**config.mk**
```make
export PLATFORM = sky130hd
export DESIGN_NAME = traffic_phase_timer
export DESIGN_NICKNAME = d
export VERILOG_FILES = /design/src/rtl/traffic_phase_timer.sv
export SDC_FILE = /design/constraint.sdc
export NUM_CORES = 1
export LEC_CHECK = 0
export ABC_AREA = 1
export BUFFER_PORTS_ARGS = -buffer_cell sky130_fd_sc_hd__buf_2
export CAP_MARGIN = 20
export CORE_MARGIN = 4
export CORE_UTILIZATION = 35
export DETAILED_ROUTE_END_ITERATION = 7
export SYNTH_ARGS = -nofsm -noshare
export SYNTH_HDL_FRONTEND = slang
export SYNTH_SLANG_ARGS = --single-unit
```
**constraint.sdc**
```tcl
create_clock -name clk -period 1.8 [get_ports clk]
set_input_delay 0.18 -clock clk [delete_from_list [all_inputs] [get_ports clk]]
set_output_delay 0.18 -clock clk [all_outputs]
set_load 0.1 [all_outputs]
```
**src/rtl/traffic_phase_timer.sv**
```systemverilog
// Tick-driven phase countdown: load a duration, count accepted ticks, pulse expire.
// Define PHASE_TIMER_EDGE_EN to count only rising edges of tick (held ticks count once).
module traffic_phase_timer #(
    parameter int CNT_W   = 8,
    parameter int WARN_TH = 3
) (
    input  logic             clk,
    input  logic             reset,
    input  logic             tick,
    input  logic             load,
    input  logic [CNT_W-1:0] load_val,
    input  logic             pause,
    input  logic             abort,
    output logic             busy,
    output logic [CNT_W-1:0] remaining,
    output logic             expire,
    output logic             warn
);

    // state | meaning
    // IDLE  | no countdown active, remaining = 0
    // RUN   | counting accepted ticks, remaining >= 1
    // DONE  | countdown finished, expire high for this one cycle
    typedef enum logic [1:0] {
        ST_IDLE = 2'd0,
        ST_RUN  = 2'd1,
        ST_DONE = 2'd2
    } state_t;

    localparam logic [CNT_W-1:0] WARN_LIM = CNT_W'(WARN_TH);
    localparam logic [CNT_W-1:0] ONE      = CNT_W'(1);

    state_t           state_q, state_d;
    logic [CNT_W-1:0] rem_q, rem_d;
    logic             expire_q, expire_d;
    logic             etick;

`ifdef PHASE_TIMER_EDGE_EN
    logic tick_q, tick_d;

    always_comb begin
        tick_d = tick;
    end

    always_ff @(posedge clk or posedge reset) begin
        if (reset) begin
            tick_q <= 1'b0;
        end else begin
            tick_q <= tick_d;
        end
    end

    assign etick = tick & ~tick_q;
`else
    assign etick = tick;
`endif

    always_comb begin
        state_d  = state_q;
        rem_d    = rem_q;
        case (state_q)
            ST_IDLE: begin
                if (!abort && load) begin
                    if (load_val != '0) begin
                        state_d = ST_RUN;
                        rem_d   = load_val;
                    end else begin
                        state_d = ST_DONE;
                        rem_d   = '0;
                    end
                end
            end
            ST_RUN: begin
                if (abort) begin
                    state_d = ST_IDLE;
                    rem_d   = '0;
                end else if (load) begin
                    if (load_val != '0) begin
                        state_d = ST_RUN;
                        rem_d   = load_val;
                    end else begin
                        state_d = ST_DONE;
                        rem_d   = '0;
                    end
                end else if (etick && !pause) begin
                    if (rem_q == ONE) begin
                        state_d = ST_DONE;
                        rem_d   = '0;
                    end else if (rem_q != '0) begin
                        rem_d = rem_q - ONE;
                    end
                end
            end
            ST_DONE: begin
                state_d = ST_IDLE;
                rem_d   = '0;
                if (!abort && load) begin
                    if (load_val != '0) begin
                        state_d = ST_RUN;
                        rem_d   = load_val;
                    end else begin
                        state_d = ST_DONE;
                    end
                end
            end
            default: begin
                state_d = ST_IDLE;
                rem_d   = '0;
            end
        endcase
        // expire is a registered copy of "entering DONE" so it lines up with the DONE cycle
        expire_d = (state_d == ST_DONE);
    end

    always_ff @(posedge clk or posedge reset) begin
        if (reset) begin
            state_q  <= ST_IDLE;
            rem_q    <= '0;
            expire_q <= 1'b0;
        end else begin
            state_q  <= state_d;
            rem_q    <= rem_d;
            expire_q <= expire_d;
        end
    end

    assign busy      = (state_q == ST_RUN);
    assign warn      = (state_q == ST_RUN) && (rem_q <= WARN_LIM);
    assign remaining = rem_q;
    assign expire    = expire_q;

endmodule

```
==> out/results.ini, run 1 <==
[run_status]
outcome = finished, final reports clean

[power]
p_sw_share_pct = 53.8
seqPwrFrac_pct = 31.5
power_mw = 1.07
p_clk_share_pct = 16.3
ir_worst_vdd_mv = 0.527
switching_power_mw = 0.575
power.density_mw_per_mm2 = 947
power.internal_mw = 0.493
combPwrFrac_pct = 52.1
leakage_nw = 0.599

[finish]
layout_common_cells = nand2_1, buf_2, nor2_1
final_common_cell = nand2_1
nNetsFinal = 182
area_growth_pct = 26.0
final_layout_size_suffix_gt1_share_pct = 32.3
fin_area_mm2 = 0.00113
antenna_cells = 0

[grt]
antenna_found_initial = 0
grt_pass1_wl_um = 3740
grt-ovfl-total = 0
first_global_vias = 819
grt_max_degree = 12
grtUsageTotal_pct = 14.5

[timing]
rsz0062_at_grt = false
finalHoldViolations = 0
maxSlewViolCount = 0
worst_pin_slew_ns = 0.487
fin_crit_ns = 1.72
setup_ws_ns = 0.0847
worst_clock_skew_ns = 0.00250
hold_ws_ns = 0.215
setup_viol = 0
fmax_ghz = 0.583
post-route-period-util_pct = 95.3
slew_headroom_pct = 67.8

[route]
ant_nets = 0
vias_per_cell = 4.74
firstDrtPassIters = 4
wl_um = 2260
wl_per_cell_um = 11.7
via_count = 919
drt-initial-drc-count = 14
drc = 0

[cts]
cts_tree = built
root_buffer = clkbuf_4
post_cts_buffers = 0
clock_sinks = 11
clk_pin_slew_worst_paths_ns = 0.07
clockBufferDepth = 2
clk_latency_ns = 0.27
cts_max_level = 1
cts_buffers = 3

[place]
hpwl_um = 1800
postPlaceCellArea_mm2 = 0.00109
pre_cts_slack_ns = 0.364
port_buffers = 24
place_congestion = 0.827

[yosys]
synth_area_leaders = dfrtp_1, nand2_1, nor2_1
syn-instance-count = 135
synth_warnings = 0
ys_seq_area_share_pct = 30.7
synth_seq_cells = 11
yosys.area.top_type = dfrtp_1
synth_fp_nets = 152
yosysUniqueCellTypes = 24
synth.avg_cell_area_um2 = 6.64
synth_area_um2 = 896
yosys.area.top_type_share_pct = 30.7

[floorplan]
start_util_pct = 36.5
fp.coreArea_mm2 = 0.00245
die_w_um = 58.6
ioPinCount = 25
die_area_mm2 = 0.00343
die_h_um = 58.6
num_rows = 18

[setup_path]
arrival_ns = 1.54
rrSetupSlack_ns = 0.35
cp_top_family = simple AND/OR/NAND/NOR gates
path_buf_inv = 1
slowest_stage = dfrtp_2
crit_start = remaining[4]
path_cells = nor2_2 > nand3_1 > nor3_4 > buf_12
path_max_fanout = 6
setup.worst_path.end_class = output pin
r2r_cells = 10
r2r-start = remaining[0]
path_class = register to output pin
slowest_delay_ns = 0.46
critPathLaunchType = register
worst-path-stages = 4
worstPathRequired_ns = 1.62

[min_path]
hp-start = load_val[0]
min_path_cells = 5
hp-class = primary input to register

[job]
cap_violations = 0

[worst reg2reg max path, cell delays in order, from the launching register on]
cell and delay [ns]:
dfrtp_2 0.43, inv_1 0.15, ha_1 0.16, inv_1 0.03, nor2_1 0.08, nand4_1 0.08
nand2_1 0.14, nand2_2 0.08, nand2_4 0.11, nand2_1 0.06, nand2_1 0.06
[layout make-up]
class / count / area [um2]
clock buffers: 4 / 26.3
flip-flops and latches: 11 / 285
repair buffers: 25 / 145
multi-input cells: 109 / 578
fillers: 285 / 1330
inverters: 15 / 56.3
well taps: 30 / 37.5
[per-stage QoR]
step / cells / util [%] / TNS (ns)
4_1_cts: 194 / 46.0 / 0
3_3_place_gp: 189 / 44.5 / 0
5_1_grt: 194 / 46.0 / 0
2_1_floorplan: 135 / - / -0.199
3_5_place_dp: 189 / 44.5 / 0
6_report: 194 / 46.0 / 0
[kinds of logic (layout without fill, tap and decap cells)]
family	count (synthesis)	after routing	share of synthesized area [%]
DFF	11	11	30.7
buffers and inverters	15	44	6.29
and+or+nand+nor	94	94	47.5
adders and majority gates	3	3	4.19
AOI/OAI and AO/OA	11	11	10.3
xor gates and xnor gates	1	1	0.978
[cell usage after synthesis, drive strengths merged]
library cell,n
nor3,1
xor2,1
dfrtp,11
o21bai,1
a21oi,3
inv,15
nand2,59
a31oi,1
nor2,23
and2,1
o21ai,6
nand3,7
nand4,3
ha,3
[power by group through the flow]
stage | Clock, mW | Combinational (mW) | Sequential, mW
4_1_cts | 0.181 | 0.560 | 0.337
5_1_grt | 0.194 | 0.596 | 0.347
6_report | 0.174 | 0.557 | 0.337
3_5_place_dp | 0 | 0.557 | 0.342
2_1_floorplan | 0 | 0.225 | 0.557
3_3_place_gp | 0 | 0.555 | 0.340
[layer usage]
layer / GRT usage [%] / vias up / share of wire (%)
met5: 0 / - / 0
met4: 5.83 / 0 / 1.7
met3: 2.85 / 5 / 3.4
met2: 21.5 / 15 / 46
met1: 20.7 / 418 / 49
li1: - / 481 / -
[timing repair]
| action | CTS | global route |
|---|---|---|
| resized for setup | 0 | 0 |
| hold buffers | 1 | 0 |
| endpoints found under the hold margin | 11 | 0 |
[sequential cells by signal (all words and copies together) (netlist names)]
signal and count:
expire 1, state_q 2, remaining 8
[path summary, 6_finish.rpt]
| path | endpoint |
|---|---|
| worst max-delay path | warn |
| worst min-delay path | remaining[0] |
| worst max register to register | remaining[5] |
| worst min register to register | remaining[0] |
| max in group asynchronous | remaining[6] |
| min in group asynchronous | remaining[2] |
Power figures use the tool's default switching activity.
==> run 2: changes to the inputs <==
--- a/config.mk
+++ b/config.mk
@@ -13,2 +13,3 @@
 export DETAILED_ROUTE_END_ITERATION = 7
+export SLEW_MARGIN = 20
 export SYNTH_ARGS = -nofsm -noshare
==> constraint.sdc (replaced) <==
create_clock -name clk -period 1.6 [get_ports clk]
set_input_delay 0.16 -clock clk [delete_from_list [all_inputs] [get_ports clk]]
set_output_delay 0.16 -clock clk [all_outputs]
set_load 0.005 [all_outputs]
==> run 2 against run 1 <==
Clock-buffer cell count did not move; first-iteration DRC count rose by 100%; final area fell by 3.4%; worst setup slack improved by 0.022 ns; non-clock buffer count did not move; critical path type unchanged; sequential cell count did not move.
==> out/results.ini, run 2 (synthesis results as in run 1) <==
[run_status]
outcome = finished, final reports clean

[route]
wl_um = 2260  ; -0.18%
firstDrtPassIters = 4  ; unchanged
ant_nets = 0  ; unchanged
drt-initial-drc-count = 28  ; +14
vias_per_cell = 4.74  ; unchanged
wl_per_cell_um = 11.6  ; -0.18%
drc = 0  ; unchanged
via_count = 919  ; unchanged

[place]
postPlaceCellArea_mm2 = 0.00105  ; -3.6%
port_buffers = 24  ; unchanged
place_congestion = 0.813  ; -1.7%
hpwl_um = 1800  ; +0.22%

[min_path]
hp-class = primary input to register

[floorplan]
die_w_um = 58.6  ; unchanged
ioPinCount = 25  ; unchanged
die_area_mm2 = 0.00343  ; unchanged
fp.coreArea_mm2 = 0.00245  ; unchanged
die_h_um = 58.6  ; unchanged
num_rows = 18  ; unchanged
start_util_pct = 36.5  ; unchanged

[setup_path]
critPathLaunchType = register
path_class = register to output pin
path_max_fanout = 6  ; unchanged
r2r-end = remaining[5]
setup.worst_path.end_class = output pin
arrival_ns = 1.33  ; -0.21 ns
r2r_cells = 9  ; -1
rrSetupSlack_ns = 0.18  ; -0.17 ns
r2r-start = remaining[1]
worstPathRequired_ns = 1.44  ; -0.18 ns
crit_start = remaining[4]
endpoint = warn

[grt]
grt_pass1_wl_um = 3860  ; +3.3%
grtUsageTotal_pct = 14.9  ; +0.33 points
antenna_found_initial = 0  ; unchanged
grt_max_degree = 12  ; unchanged
grt-ovfl-total = 0  ; unchanged
first_global_vias = 912  ; +11%

[timing]
post-route-period-util_pct = 93.3
fin_crit_ns = 1.49
slew_headroom_pct = 69.1  ; +1.3 points
maxSlewViolCount = 0  ; unchanged
worst_pin_slew_ns = 0.464  ; -0.0231 ns
setup_viol = 0  ; unchanged
fin_tns_setup_ns = 0  ; unchanged
fmax_ghz = 0.670
worst_clock_skew_ns = 0.000637  ; -0.00186 ns
hold_ws_ns = 0.205  ; -0.0105 ns
rsz0062_at_grt = false
finalHoldViolations = 0  ; unchanged

[cts]
cts_buffers = 3  ; unchanged
root_buffer = clkbuf_4
post_cts_buffers = 0  ; unchanged
clockBufferDepth = 2  ; unchanged
clock_sinks = 11  ; unchanged
clk_pin_slew_worst_paths_ns = 0.07  ; about the same
clk_latency_ns = 0.27  ; about the same
cts_max_level = 1  ; unchanged
cts_tree = built

[power]
leakage_nw = 0.606  ; +1.1%
ir_worst_vdd_mv = 0.356  ; -32%
power.density_mw_per_mm2 = 826  ; -13%

[finish]
area_growth_pct = 21.6
largest_register_ffs = 8  ; unchanged
final_layout_size_suffix_gt1_share_pct = 26.8  ; -5.5 points
nNetsFinal = 182  ; unchanged
fin_area_mm2 = 0.00109  ; -3.4%
antenna_cells = 0  ; unchanged
layout_common_cells = nand2_1, buf_2, nor2_1
final_common_cell = nand2_1

[job]
cap_violations = 0  ; unchanged

==> run 2: final cells by class <==
| class | count | area (um2) |
|---|---|---|
| Tap cell | 30 | 37.5 |
| Inverter | 15 | 56.3 |
| Fill cell | 268 | 1370 |
| Sequential cell | 11 | 275 |
| Timing Repair Buffer | 25 | 130 |
| Clock buffer | 4 | 26.3 |
| Multi-Input combinational cell | 109 | 564 |
==> run 2: how the worst min path moves through the flow <==
stage / start / endpoint / slack [ns] / cells past startpoint
3_3_place_gp: reset / expire / 0.20 / 2
5_1_grt: load_val[5] / remaining[5] / 0.21 / 5
6_report: load_val[2] / remaining[2] / 0.20 / 5
3_5_place_dp: reset / expire / 0.20 / 2
2_1_floorplan: reset / expire / 0.01 / 1
4_1_cts: load_val[7] / remaining[7] / 0.20 / 5
==> run 2: power by group <==
group	internal, mW	switching (mW)	total, mW
Sequential	0.314	0.0556	0.370
Combinational	0.130	0.204	0.334
Clock	0.0965	0.0997	0.196
Total	0.541	0.359	0.900
==> run 2: metrics by stage <==
step | std cells | worst slack [ns] | power (mW) | utilization (%)
CTS | 194 | 0.0889 | 0.916 | 44.4
global placement | 189 | 0.204 | 0.702 | 42.9
global route | 194 | 0.00796 | 0.985 | 44.4
floorplan | 135 | 0.286 | 0.593 | -
finish | 194 | 0.107 | 0.900 | 44.4
detailed placement | 189 | 0.162 | 0.708 | 42.9
==> run 2: critical path: stages, from the launching register on <==
cell and delay, ns:
dfrtp_1 0.44, nor2_2 0.23, nand3_1 0.11, nor3_1 0.14, buf_2 0.14
==> run 2: layer usage <==
layer	vias to the layer above	track usage (%)	wire [um]	share of wire (%)
met4	0	7.12	26	1.2
met1	404	17.2	996	44
met2	27	26.3	1090	48
li1	484	-	-	-
met5	-	0	0	0
met3	4	2.63	148	6.6
==> run 2: repair_timing <==
item                                    CTS  global route
endpoints found under the setup margin    0             8
endpoints found under the hold margin    11             0
resized for setup                         0             1
hold buffers                              1             0
